===== src/rtl/ext_arbiter_pkg.sv =====
// Shared widths and encodings for the two-requester immediate-extender arbiter.
package ext_arbiter_pkg;

    localparam int IMM_W  = 16;
    localparam int DATA_W = 32;

    typedef enum logic {REQ0 = 1'b0, REQ1 = 1'b1} req_id_e;
    typedef enum logic {ZERO = 1'b0, SIGN = 1'b1} ext_mode_e;
    typedef enum logic {EMPTY = 1'b0, FULL = 1'b1} arb_state_e;

endpackage


===== src/rtl/ext_16_32.sv =====
// 16-to-32 immediate extender: zero- or sign-fills the upper half.
module ext_16_32
    import ext_arbiter_pkg::*;
(
    input  logic [IMM_W-1:0]  i_imm,
    input  ext_mode_e         i_mode,
    output logic [DATA_W-1:0] o_data
);

    logic w_fill;

    assign w_fill = (i_mode == SIGN) ? i_imm[IMM_W-1] : 1'b0;
    assign o_data = {{(DATA_W-IMM_W){w_fill}}, i_imm};

endmodule


===== src/rtl/ext_arbiter.sv =====
// Round-robin arbiter sharing one registered 16-to-32 extender between two requesters,
// presenting the result on a valid/ready port tagged with the owning requester.
module ext_arbiter
    import ext_arbiter_pkg::*;
#(
    parameter bit RR_INIT = 1'b0
) (
    input  logic              clk,
    input  logic              rst,
    input  logic              req0_valid,
    input  logic              req0_sign,
    input  logic [IMM_W-1:0]  req0_imm,
    output logic              req0_ready,
    input  logic              req1_valid,
    input  logic              req1_sign,
    input  logic [IMM_W-1:0]  req1_imm,
    output logic              req1_ready,
    output logic              rsp_valid,
    output logic              rsp_id,
    output logic [DATA_W-1:0] rsp_data,
    input  logic              rsp_ready,
    output logic              busy
);

    arb_state_e       r_state;
    arb_state_e       w_nextState;
    req_id_e          r_lastGrant;
    req_id_e          r_id;
    ext_mode_e        r_mode;
    logic [IMM_W-1:0] r_imm;

    logic             w_canAccept;
    logic             w_grantValid;
    req_id_e          w_grantId;
    logic             w_accept;

    // On contention the requester that did not win last time goes first.
    always_comb begin
        w_grantValid = 1'b0;
        w_grantId    = REQ0;
        if (req0_valid && req1_valid) begin
            w_grantValid = 1'b1;
            w_grantId    = (r_lastGrant == REQ0) ? REQ1 : REQ0;
        end else if (req0_valid) begin
            w_grantValid = 1'b1;
            w_grantId    = REQ0;
        end else if (req1_valid) begin
            w_grantValid = 1'b1;
            w_grantId    = REQ1;
        end
    end

    assign w_canAccept = !rst && ((r_state == EMPTY) || rsp_ready);
    assign w_accept    = w_canAccept && w_grantValid;

    always_ff @(posedge clk) begin
        if (rst) begin
            r_state <= EMPTY;
        end else begin
            r_state <= w_nextState;
        end
    end

    always_comb begin
        w_nextState = r_state;
        case (r_state)
            EMPTY: if (w_accept) w_nextState = FULL;
            FULL:  if (rsp_ready && !w_accept) w_nextState = EMPTY;
            default: w_nextState = EMPTY;
        endcase
    end

    always_comb begin
        rsp_valid  = (r_state == FULL);
        busy       = (r_state == FULL);
        req0_ready = w_accept && (w_grantId == REQ0);
        req1_ready = w_accept && (w_grantId == REQ1);
    end

    // The operand register keeps its value after consumption; only a new accept replaces it.
    always_ff @(posedge clk) begin
        if (rst) begin
            r_imm       <= '0;
            r_mode      <= ZERO;
            r_id        <= REQ0;
            r_lastGrant <= req_id_e'(~RR_INIT);
        end else if (w_accept) begin
            r_imm       <= (w_grantId == REQ0) ? req0_imm : req1_imm;
            r_mode      <= (w_grantId == REQ0) ? ext_mode_e'(req0_sign) : ext_mode_e'(req1_sign);
            r_id        <= w_grantId;
            r_lastGrant <= w_grantId;
        end
    end

    ext_16_32 u_ext (
        .i_imm  (r_imm),
        .i_mode (r_mode),
        .o_data (rsp_data)
    );

    assign rsp_id = r_id;

endmodule


===== config.mk =====
export PLATFORM = sky130hd
export DESIGN_NAME = ext_arbiter
export DESIGN_NICKNAME = d
export VERILOG_FILES = /design/src/rtl/ext_arbiter_pkg.sv /design/src/rtl/ext_16_32.sv /design/src/rtl/ext_arbiter.sv
export SDC_FILE = /design/constraint.sdc
export NUM_CORES = 1
export LEC_CHECK = 0
export ABC_CLOCK_PERIOD_IN_PS = 1680
export CORE_ASPECT_RATIO = 0.5
export CORE_MARGIN = 1
export CORE_UTILIZATION = 37
export DETAILED_ROUTE_END_ITERATION = 8
export PLACE_DENSITY = 0.77
export SLEW_MARGIN = 0
export SYNTH_ARGS = -nofsm -noshare
export SYNTH_HDL_FRONTEND = slang
export SYNTH_HIERARCHICAL = 1
export SYNTH_SLANG_ARGS = --single-unit

===== constraint.sdc =====
create_clock -name clk -period 1.68 [get_ports clk]
set_clock_uncertainty 0.2 [all_clocks]
set_input_delay 0.336 -clock clk [delete_from_list [all_inputs] [get_ports clk]]
set_output_delay 0.336 -clock clk [all_outputs]
set_load 0.05 [all_outputs]

=== Word level (Yosys, flattened, before mapping) ===
Cells that the tools add are included.
Widths: inputs -> output; s select.

* Bits in registers: 20
* Output and inout port bits: 37
* Input port bits: 39
* Word-level logic and storage cells: 28

* Muxes and demuxes: 12
* Reduce and logical (&&, ||, !) cells: 9
* Bitwise logic cells: 2

{| class="wikitable"
|+ Operators with widths
! cell !! number
|-
| $mux 16 || 1
|-
| $mux 1 || 10
|-
| $logic_and 1x1->1 || 6
|-
| $logic_not 1->1 || 2
|-
| $not 1->1 || 2
|-
| $pmux 1 s2 || 1
|-
| $logic_or 1x1->1 || 1
|}

=== Depth between registers and ports, before layout ===
* Depth in word-level cells: 8
* Mapped depth: 5
* Gate-level depth less buffers: 4

=== Cells and area by module ===
Netlist, hierarchy kept.

{| class="wikitable"
|+ Modules (own cells, without submodules)
! module !! cells an instance !! seq. area each (um2) !! area an instance (um2) !! instances
|-
| ext_arbiter || 115 || 400.4 || 1021.0 || 1
|-
| ext_16_32 || 33 || 0.0 || 246.5 || 1
|}

=== Worst setup path after synthesis ===
No wires, ideal clock.

* Kind: register to output
* Start: register r_state (netlist: busy)
* End: output port req0_ready
* Data arrival time: 1.514 ns
* Required time: 1.144 ns
* Stages on the path, launching flop included: 5
* Setup slack: -0.370 ns
* Path buffers: 1
* Cell sequence: dfxtp_1 > nand2b_1 > buf_4 > nand2_1 > nor2_1

* Longest elaborated chain between the ends: 5

{| class="wikitable"
|+ Ends and longest elaborated chain
! element !! RTL line !! source
|-
| start, declared || ext_arbiter.sv:25 || <nowiki>arb_state_e r_state;</nowiki>
|-
| start signal, assigned || ext_arbiter.sv:60 || <nowiki>r_state <= w_nextState;</nowiki>
|-
| $not 1->1 || n/a ||
|-
| $logic_or 1x1->1 || ext_arbiter.sv:53 || <nowiki>assign w_canAccept = !rst && ((r_state == EMPTY) || rsp_ready);</nowiki>
|-
| $logic_and 1x1->1 || ext_arbiter.sv:53 ||
|-
| $logic_and 1x1->1 || ext_arbiter.sv:54 || <nowiki>assign w_accept = w_canAccept && w_grantValid;</nowiki>
|-
| $logic_and 1x1->1 || ext_arbiter.sv:76 || <nowiki>req0_ready = w_accept && (w_grantId == REQ0);</nowiki>
|-
| end, declared || ext_arbiter.sv:13 || <nowiki>output logic req0_ready,</nowiki>
|}

No other way between the ends.

=== Worst setup path after layout ===
* Start: register r_lastGrant
* End: output port req1_ready

* Longest elaborated chain between the ends: 3

{| class="wikitable"
|+ Ends and longest elaborated chain
! element !! RTL line !! source
|-
| start, declared || ext_arbiter.sv:27 || <nowiki>req_id_e r_lastGrant;</nowiki>
|-
| start signal, assigned || ext_arbiter.sv:86 || <nowiki>r_lastGrant <= req_id_e'(~RR_INIT);</nowiki>
|-
| start signal, assigned || ext_arbiter.sv:91 || <nowiki>r_lastGrant <= w_grantId;</nowiki>
|-
| $mux 1 || ext_arbiter.sv:43 || <nowiki>w_grantId = (r_lastGrant == REQ0) ? REQ1 : REQ0;</nowiki>
|-
| $mux 1 || ext_arbiter.sv:41 || <nowiki>if (req0_valid && req1_valid) begin</nowiki>
|-
| $logic_and 1x1->1 || ext_arbiter.sv:77 || <nowiki>req1_ready = w_accept && (w_grantId == REQ1);</nowiki>
|-
| end, declared || ext_arbiter.sv:17 || <nowiki>output logic req1_ready,</nowiki>
|}

No other way between the ends.

==> summary.txt <==
Setup path
  – Crit start category: flip-flop
  – Worst path required time: 1140 ps
  – Max Fanout on Critical Path: 3
  – Worst setup EP type: output pin
  – Data arrival time at the worst-slack endpoint: roughly 1200 ps
  – Crit Path Class: flip-flop to output pin

Clock network
  – Clock insertion delay at the later pin of the skew report: roughly 260 ps
  – TritonCTS clock tree: built
  – Number of sinks on the clock net: 20
  – Register clock-pin slew on the reported worst setup and hold paths: 80 ps
  – Maximum buffer depth of the clock tree: 2
  – Number of H-tree levels: 1
  – Master cell of the clock root buffer: sky130_fd_sc_hd__clkbuf_8
  – Number of CTS-inserted buffers: 3

GRT
  – Number of global-route vias before repair: approximately 1300
  – Pin count of the biggest net entering global routing: 21
  – First-pass GRT wire length: around 6500 um
  – GRT Util Overall: 0.235
  – Total global routing overflow: 0
  – Initial antenna violation count: 0

Drt
  – Number of detailed-route iterations in the first pass: 7
  – Met1 layer wirelength in the final routing: 1680 um
  – Drt drc: 4
  – Antenna-violating nets left: 0
  – DRT Wirelength: ~4000 um
  – Met3 WL post-DR: between 100 and 150 um
  – DR vias: 1239
  – Detail-routed via count per cell: between 5 and 6
  – Violation count after the first detailed-route iteration: 60
  – Top layer used by detailed routing: met4
  – Routed length on met2: 2160 um
  – Average wire per standard cell: 16.7 um

STA
  – Number of failing hold endpoints at the final stage: 0
  – Fin Setup TNS: -12.4 ps
  – Final critical-path setup slack: -8.43 ps
  – Setup repair after global routing missed its margin: yes
  – Relative slew slack: 0.637
  – Final count of pins violating max slew: 0
  – Clock period minus final worst setup slack: ~1700 ps
  – Setup-violating endpoint count in the final report: 2
  – Final worst path period share: 1.01
  – Hold Worst Slack: roughly 220 ps
  – Least-Margin Pin Slew: 543 ps
  – Upper clock frequency limit: 592 MHz

Finish
  – Area occupied by multi-input gates: roughly 580 sq um
  – Summed area of non-filler cells in the final layout: about 2400 sq um
  – Fillers: about 180
  – Fraction of final layout cells sized beyond drive strength 1: 0.411
  – Layout-stage area growth over the synthesis result: 90.3%
  – Final design utilization: 0.769
  – FF/Latch Area: slightly above 400 sq um
  – Final nets: around 240
  – Final cell count without fillers: ~240
  – Number of diodes added for antenna fixing: 0

Placed design
  – Cells after DPL: roughly 230
  – Area after detailed placement: about 2300 sq um
  – Post-detailed-placement half-perimeter wirelength: between 2000 and 3000 um
  – Routability Congestion: ~0.79
  – Worst setup timing slack at the placement stage: -645 ps
  – Count of input and output buffers: 75

Yosys
  – Top cell types by occurrence after synthesis: 36 x sky130_fd_sc_hd__buf_4, 35 x sky130_fd_sc_hd__nand2_1, 20 x sky130_fd_sc_hd__dfxtp_1
  – Share of synthesized registers carrying an async set or reset: 0
  – Syn Nets: 187
  – Cells taking the most area after synthesis: sky130_fd_sc_hd__dfxtp_1 32%, sky130_fd_sc_hd__buf_4 21%, sky130_fd_sc_hd__a311oi_2 12%
  – Synth area leader: sky130_fd_sc_hd__dfxtp_1
  – Average size of a mapped cell: about 8.6 sq um
  – Gate Count Post-Synth: 148
  – Share of Yosys cell area claimed by the top area cell type: 0.316
  – Count of state elements after synthesis: 20
  – Top-count cell post-synth: sky130_fd_sc_hd__buf_4
  – Synth warnings: 6
  – Total standard cell area after synthesis: 1270 sq um
  – Proportion of synthesized chip area in sequential cells: 0.316
  – Post-synth top flop: sky130_fd_sc_hd__dfxtp_1
  – Post-synth EDFFs: 0
  – Unique cell type count in the Yosys netlist: 23

Min path
  – Worst min path class: input port to flip-flop

Power
  – Peak supply drop: 311 uV
  – Pwr/cell area: 688 nW/um^2
  – Tot Pwr: about 1.7 mW
  – Leakage power figure: 0.951 nW

Floorplanning
  – Die X-Extent: around 85 um
  – Initial Utilization: 0.404
  – Die Height: between 40 and 50 um
  – Core outline area: 3140 sq um
  – Die Footprint: 3680 sq um
  – Number of placement rows: 14
  – # IOs: between 70 and 80

Status
  – Violations in the final reports: design-rule violations, negative setup slack
  – Status: finished, violations left

Run
  – Total of max-cap violations: 0
## state kept, by name, indices dropped and copies added, names as in the netlist
signal / flops
rsp_id: 1
r_mode: 1
r_imm: 16
busy: 1
r_lastGrant: 1
## kinds of logic after synthesis
logic type	after synthesis	share of synthesized area
AOI/OAI and AO/OA	42	0.289
DFF	20	0.316
and+or+nand+nor	42	0.133
buffers and inverters	44	0.262
## final timing paths
| kind | slack, ps | to | start | cells after the start |
|---|---|---|---|---|
| max | -8 | req1_ready | r_lastGrant$_SDFFE_PP1P_ | 4 |
| min | 220 | busy$_SDFF_PP0_ | req0_valid | 3 |
| max reg2reg | 130 | r_imm[9]$_SDFFE_PP0P_ | busy$_SDFF_PP0_ | 3 |
| min reg2reg | 330 | r_lastGrant$_SDFFE_PP1P_ | r_lastGrant$_SDFFE_PP1P_ | 1 |
## where the power goes
part / internal [mW] / total (mW) / switching, mW
clock network: 0.209 / 0.372 / 0.164
registers: 0.515 / 0.559 / 0.0442
logic: 0.371 / 0.729 / 0.358
## worst max-delay path: stages (launching register included)
cell	delay [ps]
sky130_fd_sc_hd__dfxtp_2	350
sky130_fd_sc_hd__a21boi_4	210
sky130_fd_sc_hd__nand3_4	110
sky130_fd_sc_hd__inv_4	80
sky130_fd_sc_hd__buf_12	130
## layout by cell type (no fill, tap or decap)
cell type | synthesis | final
sky130_fd_sc_hd__clkdlybuf4s50_1 | 0 | 34
sky130_fd_sc_hd__nand3_4 | 0 | 1
sky130_fd_sc_hd__a21boi_4 | 1 | 1
sky130_fd_sc_hd__dfxtp_1 | 20 | 17
sky130_fd_sc_hd__a211o_1 | 1 | 1
sky130_fd_sc_hd__buf_6 | 4 | 1
sky130_fd_sc_hd__o21ba_4 | 0 | 1
sky130_fd_sc_hd__nor2_4 | 0 | 2
sky130_fd_sc_hd__nor2b_1 | 1 | 1
sky130_fd_sc_hd__nand2_4 | 0 | 1
sky130_fd_sc_hd__buf_2 | 1 | 1
sky130_fd_sc_hd__dfxtp_2 | 0 | 3
sky130_fd_sc_hd__clkdlybuf4s15_1 | 0 | 1
sky130_fd_sc_hd__clkdlybuf4s15_2 | 0 | 1
sky130_fd_sc_hd__o21ai_0 | 1 | 1
sky130_fd_sc_hd__inv_4 | 0 | 1
sky130_fd_sc_hd__o21bai_1 | 1 | 1
sky130_fd_sc_hd__buf_4 | 36 | 13
sky130_fd_sc_hd__a21bo_1 | 1 | 1
sky130_fd_sc_hd__nand2b_4 | 0 | 1
sky130_fd_sc_hd__a21oi_1 | 19 | 19
sky130_fd_sc_hd__nor2_1 | 2 | 1
sky130_fd_sc_hd__a311oi_1 | 7 | 7
sky130_fd_sc_hd__dlygate4sd2_1 | 0 | 1
sky130_fd_sc_hd__buf_16 | 0 | 1
sky130_fd_sc_hd__clkbuf_8 | 0 | 4
sky130_fd_sc_hd__and2_4 | 0 | 1
sky130_fd_sc_hd__buf_12 | 0 | 40
sky130_fd_sc_hd__nand2_1 | 35 | 34
sky130_fd_sc_hd__a311oi_2 | 10 | 10
## per-layer routing
layer | GRT usage | vias to the layer above
li1 | - | 592
met1 | 0.274 | 605
met2 | 0.441 | 36
met3 | 0.0571 | 6
met4 | 0.0746 | 0
met5 | 0 | -
## what timing repair did
action,4_1_cts,5_1_grt
setup endpoints to repair,35,12
hold buffers,0,0
hold endpoints to repair,0,0
buffers inserted,4,1
gates resized for setup,24,1
pin swaps,3,3
gates cloned,1,0
## final cells by class
| cell class | instances | share of cell area |
|---|---|---|
| flip-flops and latches | 20 | 0.168 |
| inverters | 1 | 0.00259 |
| repair buffers | 93 | 0.544 |
| multi-input cells | 84 | 0.242 |
| well taps | 40 | 0.0207 |
| clock buffers | 4 | 0.0228 |
Power figures use the tool's default switching activity.
